===== src/rtl/pattern_pkg.sv =====
// Shared FSM encoding and default widths for the pattern transmitter.
// Latency: n/a (types and constants only).
// Backpressure: n/a.
package pattern_pkg;

    localparam int PAT_W_DEF = 5;
    localparam int CNT_W_DEF = 8;
    localparam int GAP_W_DEF = 4;

    typedef enum logic [1:0] {
        IDLE  = 2'd0,
        SHIFT = 2'd1,
        GAP   = 2'd2,
        DONE  = 2'd3
    } pat_state_t;

endpackage


===== src/rtl/pattern_shift_reg.sv =====
// Parallel-load shift register presenting its MSB; zeros shift in from the LSB.
// Latency: load or shift is visible on msb one cycle later.
// Backpressure: the caller holds shift_en low to stall; contents stay put.
module pattern_shift_reg #(
    parameter int PAT_W = 5
) (
    input  logic             clk,
    input  logic             rst,
    input  logic             load,
    input  logic             shift_en,
    input  logic [PAT_W-1:0] load_dat,
    output logic             msb
);

    logic [PAT_W-1:0] sr;

    // Load wins over shift so a back-to-back reload never loses the new MSB.
    always_ff @(posedge clk) begin
        if (!rst) begin
            sr <= '0;
        end else if (load) begin
            sr <= load_dat;
        end else if (shift_en) begin
            sr <= {sr[PAT_W-2:0], 1'b0};
        end
    end

    assign msb = sr[PAT_W-1];

endmodule


===== src/rtl/pattern_tx_serializer.sv =====
// Repeating MSB-first pattern serializer with gaps and done pulse; PATTERN_TX_PARITY_EN appends a parity beat.
// Latency: first beat one cycle after an accepted start; done_o one cycle after the final beat.
// Backpressure: ready_i low holds d_o/valid_o; gap cycles count wall time regardless of ready_i.
module pattern_tx_serializer
    import pattern_pkg::*;
#(
    parameter int PAT_W = PAT_W_DEF,
    parameter int CNT_W = CNT_W_DEF,
    parameter int GAP_W = GAP_W_DEF
) (
    input  logic             clk,
    input  logic             rst,
    input  logic             start_i,
    input  logic [PAT_W-1:0] pattern_i,
    input  logic [CNT_W-1:0] repeat_i,
    input  logic [GAP_W-1:0] gap_i,
    input  logic             ready_i,
    output logic             d_o,
    output logic             valid_o,
    output logic             busy_o,
    output logic             done_o
);

`ifdef PATTERN_TX_PARITY_EN
    localparam int BEATS = PAT_W + 1;
`else
    localparam int BEATS = PAT_W;
`endif
    localparam int              BIT_W    = $clog2(BEATS);
    localparam logic [BIT_W-1:0] LAST_IDX = BIT_W'(BEATS - 1);

    pat_state_t       state, state_nxt;
    logic [PAT_W-1:0] pat_lat;
    logic [CNT_W-1:0] rep_cnt;
    logic [GAP_W-1:0] gap_lat;
    logic [GAP_W-1:0] gap_cnt;
    logic [BIT_W-1:0] bit_cnt;
    logic             sr_load;
    logic             sr_shift;
    logic             start_ok;
    logic [PAT_W-1:0] load_src;
    logic [BEATS-1:0] sr_dat;

    assign start_ok = start_i && (repeat_i != '0);
    assign load_src = (state == IDLE) ? pattern_i : pat_lat;

    // The parity bit rides as the shift register's LSB, so it follows the data beats.
`ifdef PATTERN_TX_PARITY_EN
    assign sr_dat = {load_src, ^load_src};
`else
    assign sr_dat = load_src;
`endif

    always_comb begin
        state_nxt = state;
        sr_load   = 1'b0;
        sr_shift  = 1'b0;
        case (state)
            IDLE: begin
                if (start_i) begin
                    if (repeat_i != '0) begin
                        state_nxt = SHIFT;
                        sr_load   = 1'b1;
                    end else begin
                        state_nxt = DONE;
                    end
                end
            end
            SHIFT: begin
                if (ready_i) begin
                    if (bit_cnt != '0) begin
                        sr_shift = 1'b1;
                    end else if (rep_cnt == CNT_W'(1)) begin
                        state_nxt = DONE;
                        sr_shift  = 1'b1;
                    end else if (gap_lat == '0) begin
                        sr_load = 1'b1;
                    end else begin
                        state_nxt = GAP;
                        sr_shift  = 1'b1;
                    end
                end
            end
            GAP: begin
                if (gap_cnt <= GAP_W'(1)) begin
                    state_nxt = SHIFT;
                    sr_load   = 1'b1;
                end
            end
            DONE: begin
                state_nxt = IDLE;
            end
            default: begin
                state_nxt = IDLE;
            end
        endcase
    end

    always_ff @(posedge clk) begin
        if (!rst) begin
            state <= IDLE;
        end else begin
            state <= state_nxt;
        end
    end

    always_ff @(posedge clk) begin
        if (!rst) begin
            valid_o <= 1'b0;
            busy_o  <= 1'b0;
            done_o  <= 1'b0;
            pat_lat <= '0;
            rep_cnt <= '0;
            gap_lat <= '0;
            gap_cnt <= '0;
            bit_cnt <= '0;
        end else begin
            valid_o <= (state_nxt == SHIFT);
            busy_o  <= (state_nxt == SHIFT) || (state_nxt == GAP);
            done_o  <= (state_nxt == DONE);
            case (state)
                IDLE: begin
                    if (start_ok) begin
                        pat_lat <= pattern_i;
                        rep_cnt <= repeat_i;
                        gap_lat <= gap_i;
                        bit_cnt <= LAST_IDX;
                    end
                end
                SHIFT: begin
                    if (ready_i) begin
                        if (bit_cnt != '0) begin
                            bit_cnt <= bit_cnt - 1'b1;
                        end else begin
                            bit_cnt <= LAST_IDX;
                            rep_cnt <= rep_cnt - 1'b1;
                            gap_cnt <= gap_lat;
                        end
                    end
                end
                GAP: begin
                    gap_cnt <= gap_cnt - 1'b1;
                end
                default: begin
                end
            endcase
        end
    end

    pattern_shift_reg #(
        .PAT_W(BEATS)
    ) u_shift (
        .clk     (clk),
        .rst     (rst),
        .load    (sr_load),
        .shift_en(sr_shift),
        .load_dat(sr_dat),
        .msb     (d_o)
    );

endmodule


===== config.mk =====
export PLATFORM = sky130hd
export DESIGN_NAME = pattern_tx_serializer
export DESIGN_NICKNAME = d
export VERILOG_FILES = /design/src/rtl/pattern_pkg.sv /design/src/rtl/pattern_shift_reg.sv /design/src/rtl/pattern_tx_serializer.sv
export SDC_FILE = /design/constraint.sdc
export NUM_CORES = 1
export LEC_CHECK = 0
export BUFFER_PORTS_ARGS = -buffer_cell sky130_fd_sc_hd__buf_2
export CORE_MARGIN = 3
export CORE_UTILIZATION = 51
export CTS_CLUSTER_SIZE = 25
export DETAILED_ROUTE_END_ITERATION = 8
export PLACE_DENSITY = 0.82
export SLEW_MARGIN = 20
export SYNTH_ARGS = -nofsm -noshare
export SYNTH_HDL_FRONTEND = slang
export SYNTH_SLANG_ARGS = --single-unit

===== constraint.sdc =====
create_clock -name clk -period 1.9 [get_ports clk]
set_input_delay 0.095 -clock clk [delete_from_list [all_inputs] [get_ports clk]]
set_output_delay 0.095 -clock clk [all_outputs]
set_load 0.02 [all_outputs]

======== Word level (Yosys, flattened, before mapping) ========
Cells that the tools add are included.
W data, S select, Z words.
storage, ports and cells
  flip-flop bits (word level) ............. 34
  input port bits ......................... 21
  output and inout bits ................... 4
  word-level logic and storage cells ...... 72
cells by class
  $add $sub $neg .......................... 3
  $lt $le $gt $ge ......................... 1
  equal/unequal tests ..................... 10
  muxes and demuxes ....................... 35
  reduce and logical (&&, ||, !) cells .... 13
operators by type and width
  cell                   count
  $mux W8                3
  $pmux W8 S2            1
  $mux W5                3
  $mux W2                7
  $mux W1                12
  $mux W3                3
  $eq A2 B2 Y1 const B   4
  $eq A8 B1 Y1 const B   1
  $mux W4                2
  $pmux W2 S4            1
  $pmux W4 S2            1
  $reduce_bool A8 Y1     1
  $sub A8 B1 Y8 const B  1
  $ne A2 B2 Y1 const B   3
  $pmux W3 S2            1
  $reduce_and A3 Y1      2
  $reduce_bool A2 Y1     3
  $eq A2 B1 Y1 const B   2
  $le A4 B1 Y1 const B   1
  $logic_not A4 Y1       1
  $reduce_and A4 Y1      1
  $sub A4 B1 Y4 const B  1
  $pmux W1 S3            1
  $reduce_bool A3 Y1     1
  5 further kinds        5

======== Longest topological paths before layout ========
Gate-level depths: netlist (run 1).
  depth after elaboration ................. 8
  mapped depth ............................ 9
  gate-level depth less buffers ........... 9

======== Cells and area by module ========
A second synthesis (run 1) with hierarchy kept.
second synthesis, totals
  cell total of the unflattened synthesis .. 213
  area, all modules ....................... 1903.1 sq um
by module, submodules not included
  module                 instances  cells an instance  area each (sq um)  seq. area each (sq um)
  pattern_tx_serializer  1          192                1656.6             580.6
  pattern_shift_reg      1          21                 246.5              100.1

======== Worst setup path after synthesis (run 1) ========
No wires, ideal clock.
  path kind ............................... flip-flop to flip-flop
  start point ............................. register gap_lat[0]
  end point ............................... register u_shift.sr[1]
  arrival ................................. 1.728 ns
  required time ........................... 1.785 ns
  slack ................................... 0.058 ns
  stages on the path, launching flop included .. 6
  buffers on the path ..................... 0
  path through ............................ dfxtp_1 -> or4_4 -> a31oi_4 -> a21o_1 -> mux2_2 -> o21a_1
between the ends
  longest elaborated chain between the ends .. 7
RTL lines
  item                                                  RTL line                      RTL
  start, declared                                       pattern_tx_serializer.sv:35   logic [GAP_W-1:0] gap_lat;
  start signal, assigned                                pattern_tx_serializer.sv:126  gap_lat <= gap_i;
  $logic_not A4 Y1 (*)                                  pattern_tx_serializer.sv:76   end else if (gap_lat == '0) begin
  $mux W1                                               pattern_tx_serializer.sv:76
  $mux W1                                               pattern_tx_serializer.sv:73   end else if (rep_cnt == CNT_W'(1)) begin
  $mux W1                                               pattern_tx_serializer.sv:71   if (bit_cnt != '0) begin
  $mux W1                                               pattern_tx_serializer.sv:70   if (ready_i) begin
  $pmux W1 S3 / $mux W1 (equally long branches)         pattern_tx_serializer.sv:58   case (state)
  $mux W5 / $reduce_bool A2 Y1 (equally long branches)  -
  end signal, assigned                                  pattern_shift_reg.sv:22       sr <= load_dat;
  end signal, assigned                                  pattern_shift_reg.sv:24       sr <= {sr[PAT_W-2:0], 1'b0};
  end, declared                                         pattern_shift_reg.sv:15       logic [PAT_W-1:0] sr;
Mark *: on every way between the ends. The rest lies on a longest branch, timed or not.
A chain may end at the register's enable or synchronous reset.

======== Final worst setup path (run 1) ========
  start point ............................. register gap_lat[2]
  end point ............................... register u_shift.sr[4]
Same word-level chain as after synthesis.

==> impl_metrics.json, run 1 <==
{
  "totalWireLength_mm": 4.307,
  "postRouteAntennaNets": 0,
  "wire_length_of_the_first_global_routing_pass_mm": 6.893,
  "die_width_um": 64.90,
  "grt_start_max_net_pins": 19,
  "gr-total-overflow": 0,
  "worst_hold_path_type": "in -> reg",
  "post-synth-top-area-cell": "sky130_fd_sc_hd__dfxtp_1",
  "routedWlPerCell_um": 14.70,
  "ioPinCount": 25,
  "clk_path_buf_depth": 2,
  "synthArstFlopShare_pct": 0,
  "mappedNetlistArea_um2": 1769,
  "crit_path_top_delay_cell": "sky130_fd_sc_hd__or4_4",
  "multi_input_comb_area_um2": 1065,
  "cp_num_buf_inv": 0,
  "path_delay_family": "compound AO/OA/AOI/OAI gates",
  "initial_utilization_pct": 55.67,
  "synth.yosys.warnings": 0,
  "cp.arrival_ps": 2120,
  "drv_slew": 0,
  "p_per_area_nw_per_um2": 839.1,
  "detail_route.first_pass.iterations": 4,
  "power_leakage_nw": 0.9350,
  "setup_viol_count_final": 0,
  "initialDrtViolationCount": 143,
  "drc_errors": 0,
  "die-area_um2": 4212,
  "io_buffers": 24,
  "ys_ff_latch": 34,
  "relative_max_transition_margin_pct": 63.40,
  "synth_seq_area_share_pct": 38.47,
  "cts_sinks": 34,
  "globalRouteTotalUtil_pct": 21.51,
  "period_needed_ps": 1870,
  "setup.worst_path.class": "reg -> reg",
  "core_area_um2": 3178,
  "number_of_global_route_vias_before_repair": 1535,
  "timing.hold.worst.start": "pattern_i[1]",
  "report.final.hold_viol_count": 0,
  "cap_viol_max_count": 0,
  "synth_cell_type_count": 45,
  "tightestPinTransition_ps": 547.0,
  "diode_count": 0,
  "cp_slowest_stage_delay_ps": 550,
  "synth_edf_count": 0,
  "synth_top_flop_cell": "sky130_fd_sc_hd__dfxtp_1",
  "final.period_utilization_pct": 98.44,
  "synth_top_cells_by_count": "sky130_fd_sc_hd__dfxtp_1, sky130_fd_sc_hd__nor2_1, sky130_fd_sc_hd__a21oi_1, sky130_fd_sc_hd__nand2_1, sky130_fd_sc_hd__mux2i_1",
  "worstSkewPairLatency_ps": 350,
  "post_synth_main_area_contributors": "sky130_fd_sc_hd__dfxtp_1, sky130_fd_sc_hd__mux2i_1, sky130_fd_sc_hd__a21oi_1, sky130_fd_sc_hd__nor2_1, sky130_fd_sc_hd__ha_1",
  "die-height_um": 64.90,
  "startpoint": "gap_lat[2]",
  "worst_setup_path_start_kind": "flop",
  "cp_data_required_time_ps": 2150,
  "r2r_start": "gap_lat[2]",
  "cts_inserted_buffers": 5,
  "synth_most_common_cell": "sky130_fd_sc_hd__dfxtp_1",
  "fmax_mhz": 534.7,
  "placement_rows": 20,
  "outcome": "finished, final reports clean",
  "layout.nets": 275,
  "total_power_mw": 1.852,
  "placed_cell_area_um2": 2012,
  "final.hold.worst_slack_ps": 8.463,
  "critPathCaptureType": "flop",
  "design_area_um2": 2207,
  "synthesis.nets": 228,
  "dp_hpwl_mm": 2.964,
  "netlist.area_leader.share_pct": 38.47,
  "synthCells": 201,
  "crit_path_max_fanout": 5,
  "nFillCells": 257,
  "clock_tree_from_tritoncts": "done",
  "route.vias.total": 1653,
  "ff_latch_area_um2": 685.7,
  "routabilityCongestion": 0.8708,
  "via_per_inst": 5.642,
  "syn_area_per_cell_um2": 8.802,
  "vdd.ir_drop.worst_uv": 465.9,
  "clk_transition_reported_paths_ps": 100,
  "area_delta_synth_final_pct": 24.75,
  "cts.htree.levels": 2,
  "drive_above_1_share_pct": 28.92,
  "grt_antenna_before_repair": 0,
  "worst_clock_skew_ps": 9.598,
  "ctsRootBufferMaster": "sky130_fd_sc_hd__clkbuf_4",
  "grt_setup_unrepaired": "yes",
  "cp_cell_sequence": "or4_4 > a31oi_4 > a21o_4 > mux2_2 > o21a_1"
}
## final timing paths
path                                       to  slack (ps)  cells after the start
worst max register to register  u_shift.sr[4]          30                      5
worst min-delay path               pat_lat[1]           8                      3
worst max-delay path            u_shift.sr[4]          30                      5
worst min register to register     pat_lat[3]         500                      2
## through the flow
stage / TNS, ps / utilization, % / instances / setup WS [ps]
after floorplan: 0 / - / 201 / 57.81
after detailed placement: -13.20 / 63.31 / 278 / -11.79
after global routing: -43.93 / 69.45 / 293 / -15.98
after CTS: 0 / 67.56 / 292 / 41.60
final: 0 / 69.45 / 293 / 29.64
after global placement: 0 / 63.31 / 278 / 38.34
## worst register-to-register path, delay by kind of cell (launching register included)
| family | cells | cell delay, ps |
|---|---|---|
| compound gates | 3 | 560 |
| simple gates | 1 | 550 |
| mux | 1 | 340 |
| flops | 1 | 330 |
## cells by family (layout without fill, tap and decap cells)
| family | count (synthesis) | after routing | synth area share [%] |
|---|---|---|---|
| buffers and inverters | 15 | 63 | 4.879 |
| AND/OR/NAND/NOR | 74 | 74 | 21.57 |
| adder cells (fa/ha/maj) | 6 | 6 | 4.243 |
| multiplexers | 17 | 17 | 9.901 |
| flip-flops | 34 | 34 | 38.47 |
| AO/OA/AOI/OAI | 55 | 55 | 20.93 |
## power breakdown
| group | internal, mW | total, mW | leakage (nW) | switching [mW] |
|---|---|---|---|---|
| logic | 0.277 | 0.586 | 0.619 | 0.309 |
| clock network | 0.179 | 0.417 | 0.0353 | 0.238 |
| registers | 0.786 | 0.849 | 0.281 | 0.0629 |
| total | 1.24 | 1.85 | 0.935 | 0.610 |
## cells in the final DEF, fill, tap and decap left out, drive strengths merged, types with 3 or more instances in the layout
cell type and instances:
buf 42, dfxtp 34, nor2 22, a21oi 21, nand2 17, mux2i 13
o21ai 10, nand3 7, clkbuf 7, nor3 7, inv 6, o21a 6
dlygate4sd3 6, ha 6, and2 5, mux2 4, nand2b 3, a31oi 3
## area by class of cell
| class | count | share of cell area (%) |
|---|---|---|
| clock buffers | 7 | 2.494 |
| multi-input cells | 152 | 48.24 |
| repair buffers | 48 | 14.29 |
| flip-flops and latches | 34 | 31.07 |
| clock inverters | 1 | 0.2268 |
| inverters | 7 | 1.190 |
| well taps | 44 | 2.494 |
## timing repair
action                                  in CTS  in global routing
buffers inserted                             0                  1
pin swaps                                    0                  6
hold buffers                                 6                  0
hold endpoints to repair                     6                  0
resized for setup                            3                 14
endpoints found under the setup margin       4                  9
## layer usage
layer  GRT usage, %  vias up  wire (µm)
li1               -      818          -
met1          26.39      763       1858
met2          34.48       54       2066
met3          5.719       18        234
met4          10.82        0        148
met5              0        -          0
## sequential cells by signal, indices dropped and copies added (netlist names)
| name | count |
|---|---|
| done_o | 1 |
| bit_cnt | 3 |
| valid_o | 1 |
| gap_cnt | 4 |
| busy_o | 1 |
| rep_cnt | 8 |
| u_shift.sr | 5 |
| pat_lat | 5 |
| gap_lat | 4 |
| state | 2 |
No activity file was read; power rests on OpenSTA's default activity.
==> inputs of run 2 (changes only) <==
ABC_AREA = 1   (was not set)
==> impl_metrics.json, run 2 <==
{
  "syn_area_per_cell_um2": 6.891,
  "fmax_mhz": 568.2,
  "detail_route.first_pass.iterations": 5,
  "worst_hold_path_type": "in -> reg",
  "grt_setup_unrepaired": "no",
  "ctsHoldBuffers": 0,
  "route.vias.total": 1785,
  "clk_path_buf_depth": 2,
  "outcome": "finished, final reports clean",
  "drc_errors": 0,
  "cts_sinks": 34,
  "drv_slew": 0,
  "grt_antenna_before_repair": 0,
  "diode_count": 0,
  "synth_most_common_cell": "sky130_fd_sc_hd__nand2_1",
  "dp_hpwl_mm": 3.049,
  "total_power_mw": 1.997,
  "crit_path_max_fanout": 4,
  "worst_setup_path_start_kind": "flop",
  "ys_ff_latch": 34,
  "share_of_the_core_filled_with_cells_pct": 61.36,
  "initial_utilization_pct": 54.45,
  "number_of_global_route_vias_before_repair": 1652,
  "drive_above_1_share_pct": 14.72,
  "clock_tree_from_tritoncts": "done",
  "number_of_flip_flops_in_the_largest_register": 8,
  "setup_viol_count_final": 0,
  "power_leakage_nw": 1.040,
  "ioPinCount": 25,
  "synth_top_cells_by_count": "sky130_fd_sc_hd__nand2_1, sky130_fd_sc_hd__inv_1, sky130_fd_sc_hd__dfxtp_1, sky130_fd_sc_hd__a21oi_1, sky130_fd_sc_hd__o21ai_0",
  "globalRouteTotalUtil_pct": 20.54,
  "netlist.area_leader.share_pct": 36.32,
  "die_width_um": 66.62,
  "die-area_um2": 4438,
  "final_common_cell": "sky130_fd_sc_hd__nand2_1",
  "cp_data_required_time_ps": 2120,
  "vdd.ir_drop.worst_uv": 536.7,
  "r2r_start": "gap_cnt[0]",
  "routabilityCongestion": 0.8506,
  "wire_length_of_the_first_global_routing_pass_mm": 7.038,
  "ctsRootBufferMaster": "sky130_fd_sc_hd__clkbuf_8",
  "clk_transition_reported_paths_ps": 60,
  "final.hold.worst_slack_ps": 61.09,
  "synth_seq_area_share_pct": 36.32,
  "synth_edf_count": 0,
  "quantity_of_gates_resized_following_cts": 0,
  "setup.worst_path.class": "reg -> reg",
  "final.period_utilization_pct": 92.63,
  "grt_start_max_net_pins": 20,
  "report.final.hold_viol_count": 0,
  "synthArstFlopShare_pct": 0,
  "initialDrtViolationCount": 146,
  "p_per_area_nw_per_um2": 945.4,
  "timing.hold.worst.start": "pattern_i[3]",
  "setup_total_negative_slack_ps": 0,
  "relative_max_transition_margin_pct": 64.20,
  "synth.yosys.warnings": 0,
  "cts.htree.levels": 2,
  "gr-total-overflow": 0,
  "mappedNetlistArea_um2": 1874,
  "area_delta_synth_final_pct": 12.68,
  "period_needed_ps": 1760,
  "totalWireLength_mm": 4.070,
  "tightestPinTransition_ps": 536.4,
  "cap_viol_max_count": 0,
  "via_per_inst": 5.174,
  "io_buffers": 24,
  "post-synth-top-area-cell": "sky130_fd_sc_hd__dfxtp_1",
  "synthCells": 272,
  "cts.repair_timing.setup_buffer_count": 0,
  "post_synth_main_area_contributors": "sky130_fd_sc_hd__dfxtp_1, sky130_fd_sc_hd__nand2_1, sky130_fd_sc_hd__inv_1, sky130_fd_sc_hd__a21oi_1, sky130_fd_sc_hd__o21ai_0",
  "die-height_um": 66.62,
  "placement_rows": 21,
  "synthesis.nets": 299,
  "synth_cell_type_count": 32,
  "worstSkewPairLatency_ps": 280,
  "cp.arrival_ps": 1980,
  "layout.nets": 326,
  "startpoint": "gap_cnt[0]",
  "final_cell_mix": "sky130_fd_sc_hd__nand2_1, sky130_fd_sc_hd__inv_1, sky130_fd_sc_hd__dfxtp_1",
  "cts_inserted_buffers": 5,
  "max_flop_register": "rep_cnt",
  "core_area_um2": 3442,
  "worst_clock_skew_ps": 2.864,
  "postRouteAntennaNets": 0,
  "post-place-cells": 338,
  "layoutNonFillerInstCount": 345,
  "critPathCaptureType": "flop",
  "synth_top_flop_cell": "sky130_fd_sc_hd__dfxtp_1",
  "reg_top3": "rep_cnt: 8 flops, pat_lat: 5 flops, u_shift.sr: 5 flops",
  "routedWlPerCell_um": 11.80
}
run 2: layer usage:
layer / wire, µm / track usage (%) / up-vias
li1: - / - / 928
met1: 1852 / 24.38 / 809
met2: 1945 / 36.01 / 43
met3: 235 / 4.216 / 5
met4: 36 / 7.614 / 0
met5: 0 / 0 / -
run 2: report_power, final:
part / internal (mW) / switching [mW] / total, mW / leakage, nW
clock network: 0.252 / 0.249 / 0.501 / 0.0383
logic: 0.229 / 0.400 / 0.628 / 0.721
registers: 0.806 / 0.0616 / 0.868 / 0.280
total: 1.29 / 0.710 / 2.00 / 1.04
run 2: cells by family (layout without fill, tap and decap cells):
kind of cell             Yosys count  in the layout  synth area share, %
AND/OR/NAND/NOR                  116            116                27.70
AO/OA/AOI/OAI                     62             62                18.56
buffers and inverters             47             74                9.879
flip-flops                        34             34                36.31
adder cells (fa/ha/maj)            6              6                4.005
multiplexers                       4              4                2.136
XOR/XNOR                           3              3                1.402
run 2: path summary, 6_finish.rpt:
path	slack (ps)	cells after the start	endpoint
worst max-delay path	140	8	busy_o
worst min register to register	470	2	pat_lat[2]
worst min-delay path	60	3	pat_lat[3]
worst max register to register	140	8	busy_o
run 2: cell type report:
| type | count | area, µm² |
|---|---|---|
| Timing Repair Buffer | 26 | 135.1 |
| Inverter | 41 | 153.9 |
| Sequential cell | 34 | 680.7 |
| Tap cell | 46 | 57.56 |
| Fill cell | 290 | 1330 |
| Multi-Input combinational cell | 191 | 1008 |
| Clock buffer | 7 | 76.32 |
run 2: through the flow:
step,worst slack (ps),area (µm²)
after global routing,1.726,2112
after global placement,246.6,2036
after CTS,153.6,2112
after detailed placement,189.7,2036
after floorplan,406.4,1874
final,140.0,2112
run 2: worst max-delay path, stage by stage, from the launching register on:
cell,delay (ps)
sky130_fd_sc_hd__dfxtp_1,380
sky130_fd_sc_hd__inv_1,90
sky130_fd_sc_hd__ha_1,220
sky130_fd_sc_hd__o21ai_0,180
sky130_fd_sc_hd__nand2_1,100
sky130_fd_sc_hd__nand2_1,170
sky130_fd_sc_hd__nand3_1,150
sky130_fd_sc_hd__ha_1,310
sky130_fd_sc_hd__nor2_1,90
==> inputs of run 3 (changes only) <==
CORE_UTILIZATION = 53   (was 51)
CTS_BUF_LIST = sky130_fd_sc_hd__clkbuf_4   (was not set)
PLACE_DENSITY = not set   (was 0.82)
PLACE_DENSITY_LB_ADDON = 0.3   (was not set)
==> impl_metrics.json, run 3 (synthesis results as in run 2) <==
{
  "outcome": "finished, final reports clean",
  "grt_antenna_before_repair": 0,
  "die_width_um": 65.47,
  "routedWlPerCell_um": 11.52,
  "reg_top3": "rep_cnt: 8 flops, pat_lat: 5 flops, u_shift.sr: 5 flops",
  "postRouteAntennaNets": 0,
  "area_delta_synth_final_pct": 12.42,
  "max_flop_register": "rep_cnt",
  "critPathCaptureType": "flop",
  "cts.repair_timing.setup_buffer_count": 0,
  "share_of_the_core_filled_with_cells_pct": 65.78,
  "initialDrtViolationCount": 85,
  "routabilityCongestion": 0.8630,
  "cts_inserted_buffers": 5,
  "die-area_um2": 4286,
  "io_buffers": 24,
  "placed_cell_area_um2": 2026,
  "ioPinCount": 25,
  "via_per_inst": 5.067,
  "cp_slowest_stage_delay_ps": 370,
  "number_of_flip_flops_in_the_largest_register": 8,
  "diode_count": 0,
  "relative_max_transition_margin_pct": 62.40,
  "totalWireLength_mm": 3.952,
  "core_area_um2": 3203,
  "initial_utilization_pct": 58.52,
  "layout.nets": 326,
  "final_cell_mix": "sky130_fd_sc_hd__nand2_1, sky130_fd_sc_hd__inv_1, sky130_fd_sc_hd__dfxtp_1",
  "crit_path_max_fanout": 4,
  "grt_setup_unrepaired": "no",
  "worst_setup_path_start_kind": "flop",
  "cp_cell_sequence": "inv_1 > ha_1 > o21ai_0 > nand2_1 > nand2_1 > nand3_1 > ha_1 > nor2_1",
  "globalRouteTotalUtil_pct": 20.63,
  "power_leakage_nw": 1.040,
  "quantity_of_gates_resized_following_cts": 0,
  "number_of_global_route_vias_before_repair": 1573,
  "cp_data_required_time_ps": 2180,
  "worst_clock_skew_ps": 16.12,
  "startpoint": "gap_cnt[0]",
  "drive_above_1_share_pct": 14.72,
  "layoutNonFillerInstCount": 343,
  "worstSkewPairLatency_ps": 340,
  "p_per_area_nw_per_um2": 949.0,
  "grt_start_max_net_pins": 20,
  "cts.htree.levels": 2,
  "final.period_utilization_pct": 92.51,
  "design_area_um2": 2107,
  "route.vias.total": 1738,
  "detail_route.first_pass.iterations": 4,
  "tightestPinTransition_ps": 563.4,
  "setup.worst_path.class": "reg -> reg",
  "cts_sinks": 34,
  "drv_slew": 0,
  "nFillCells": 337,
  "fmax_mhz": 569.0,
  "timing.hold.worst.start": "pattern_i[3]",
  "ctsHoldBuffers": 1,
  "clk_path_buf_depth": 2,
  "cp.arrival_ps": 2040,
  "r2r_start": "gap_cnt[0]",
  "post-place-cells": 335,
  "placement_rows": 20,
  "clock_tree_from_tritoncts": "done",
  "period_needed_ps": 1758,
  "report.final.hold_viol_count": 0,
  "setup_viol_count_final": 0,
  "dp_hpwl_mm": 2.905,
  "wire_length_of_the_first_global_routing_pass_mm": 6.810,
  "drc_errors": 0,
  "worst_hold_path_type": "in -> reg",
  "final_common_cell": "sky130_fd_sc_hd__nand2_1",
  "cap_viol_max_count": 0,
  "clk_transition_reported_paths_ps": 110,
  "gr-total-overflow": 0,
  "crit_path_top_delay_cell": "sky130_fd_sc_hd__dfxtp_1",
  "setup_total_negative_slack_ps": 0,
  "ctsRootBufferMaster": "sky130_fd_sc_hd__clkbuf_4",
  "vdd.ir_drop.worst_uv": 559.5,
  "die-height_um": 65.47
}
run 3: stage by stage:
step / power [mW] / worst slack [ps] / hold slack (ps)
final: 1.999 / 142.4 / 3.981
after global routing: 2.137 / 30.23 / 9.080
after CTS: 2.007 / 146.4 / 0.3538
after detailed placement: 1.498 / 169.9 / 364.0
after global placement: 1.487 / 153.3 / 357.4
after floorplan: 1.361 / 406.4 / 239.6
run 3: layout make-up:
type                       instances  area [µm²]  share of cell area [%]
clock buffer                       5       37.54                   1.781
clock inverter                     2       33.78                   1.603
inverter                          41       153.9                   7.304
multi-input combinational        191        1008                   47.86
sequential                        34       680.7                   32.30
tap                               44       55.05                   2.613
timing repair buffer              26       137.6                   6.532
run 3: report_power, final:
group	internal, mW	switching (mW)
registers	0.805	0.0603
clock network	0.266	0.246
logic	0.226	0.395
total	1.30	0.702
run 3: per-layer routing:
metal	vias to the layer above	GRT usage [%]	wire, µm
met2	28	32.62	1779
met3	5	5.641	156
li1	930	-	-
met5	-	0	0
met4	0	7.772	61
met1	775	26.69	1953
run 3: final timing paths:
| kind | slack, ps | cells after the start | to |
|---|---|---|---|
| worst max-delay path | 140 | 8 | busy_o |
| worst min-delay path | 4 | 3 | pat_lat[3] |
| worst max register to register | 140 | 8 | busy_o |
| worst min register to register | 470 | 2 | gap_cnt[1] |
run 3: worst max-delay path, delay by kind of cell (launching register included):
| family | cells | cell delay, ps |
|---|---|---|
| adder cells (fa/ha/maj) | 2 | 510 |
| buffers and inverters | 1 | 80 |
| AO/OA/AOI/OAI | 1 | 190 |
| flip-flops | 1 | 370 |
| AND/OR/NAND/NOR | 4 | 550 |
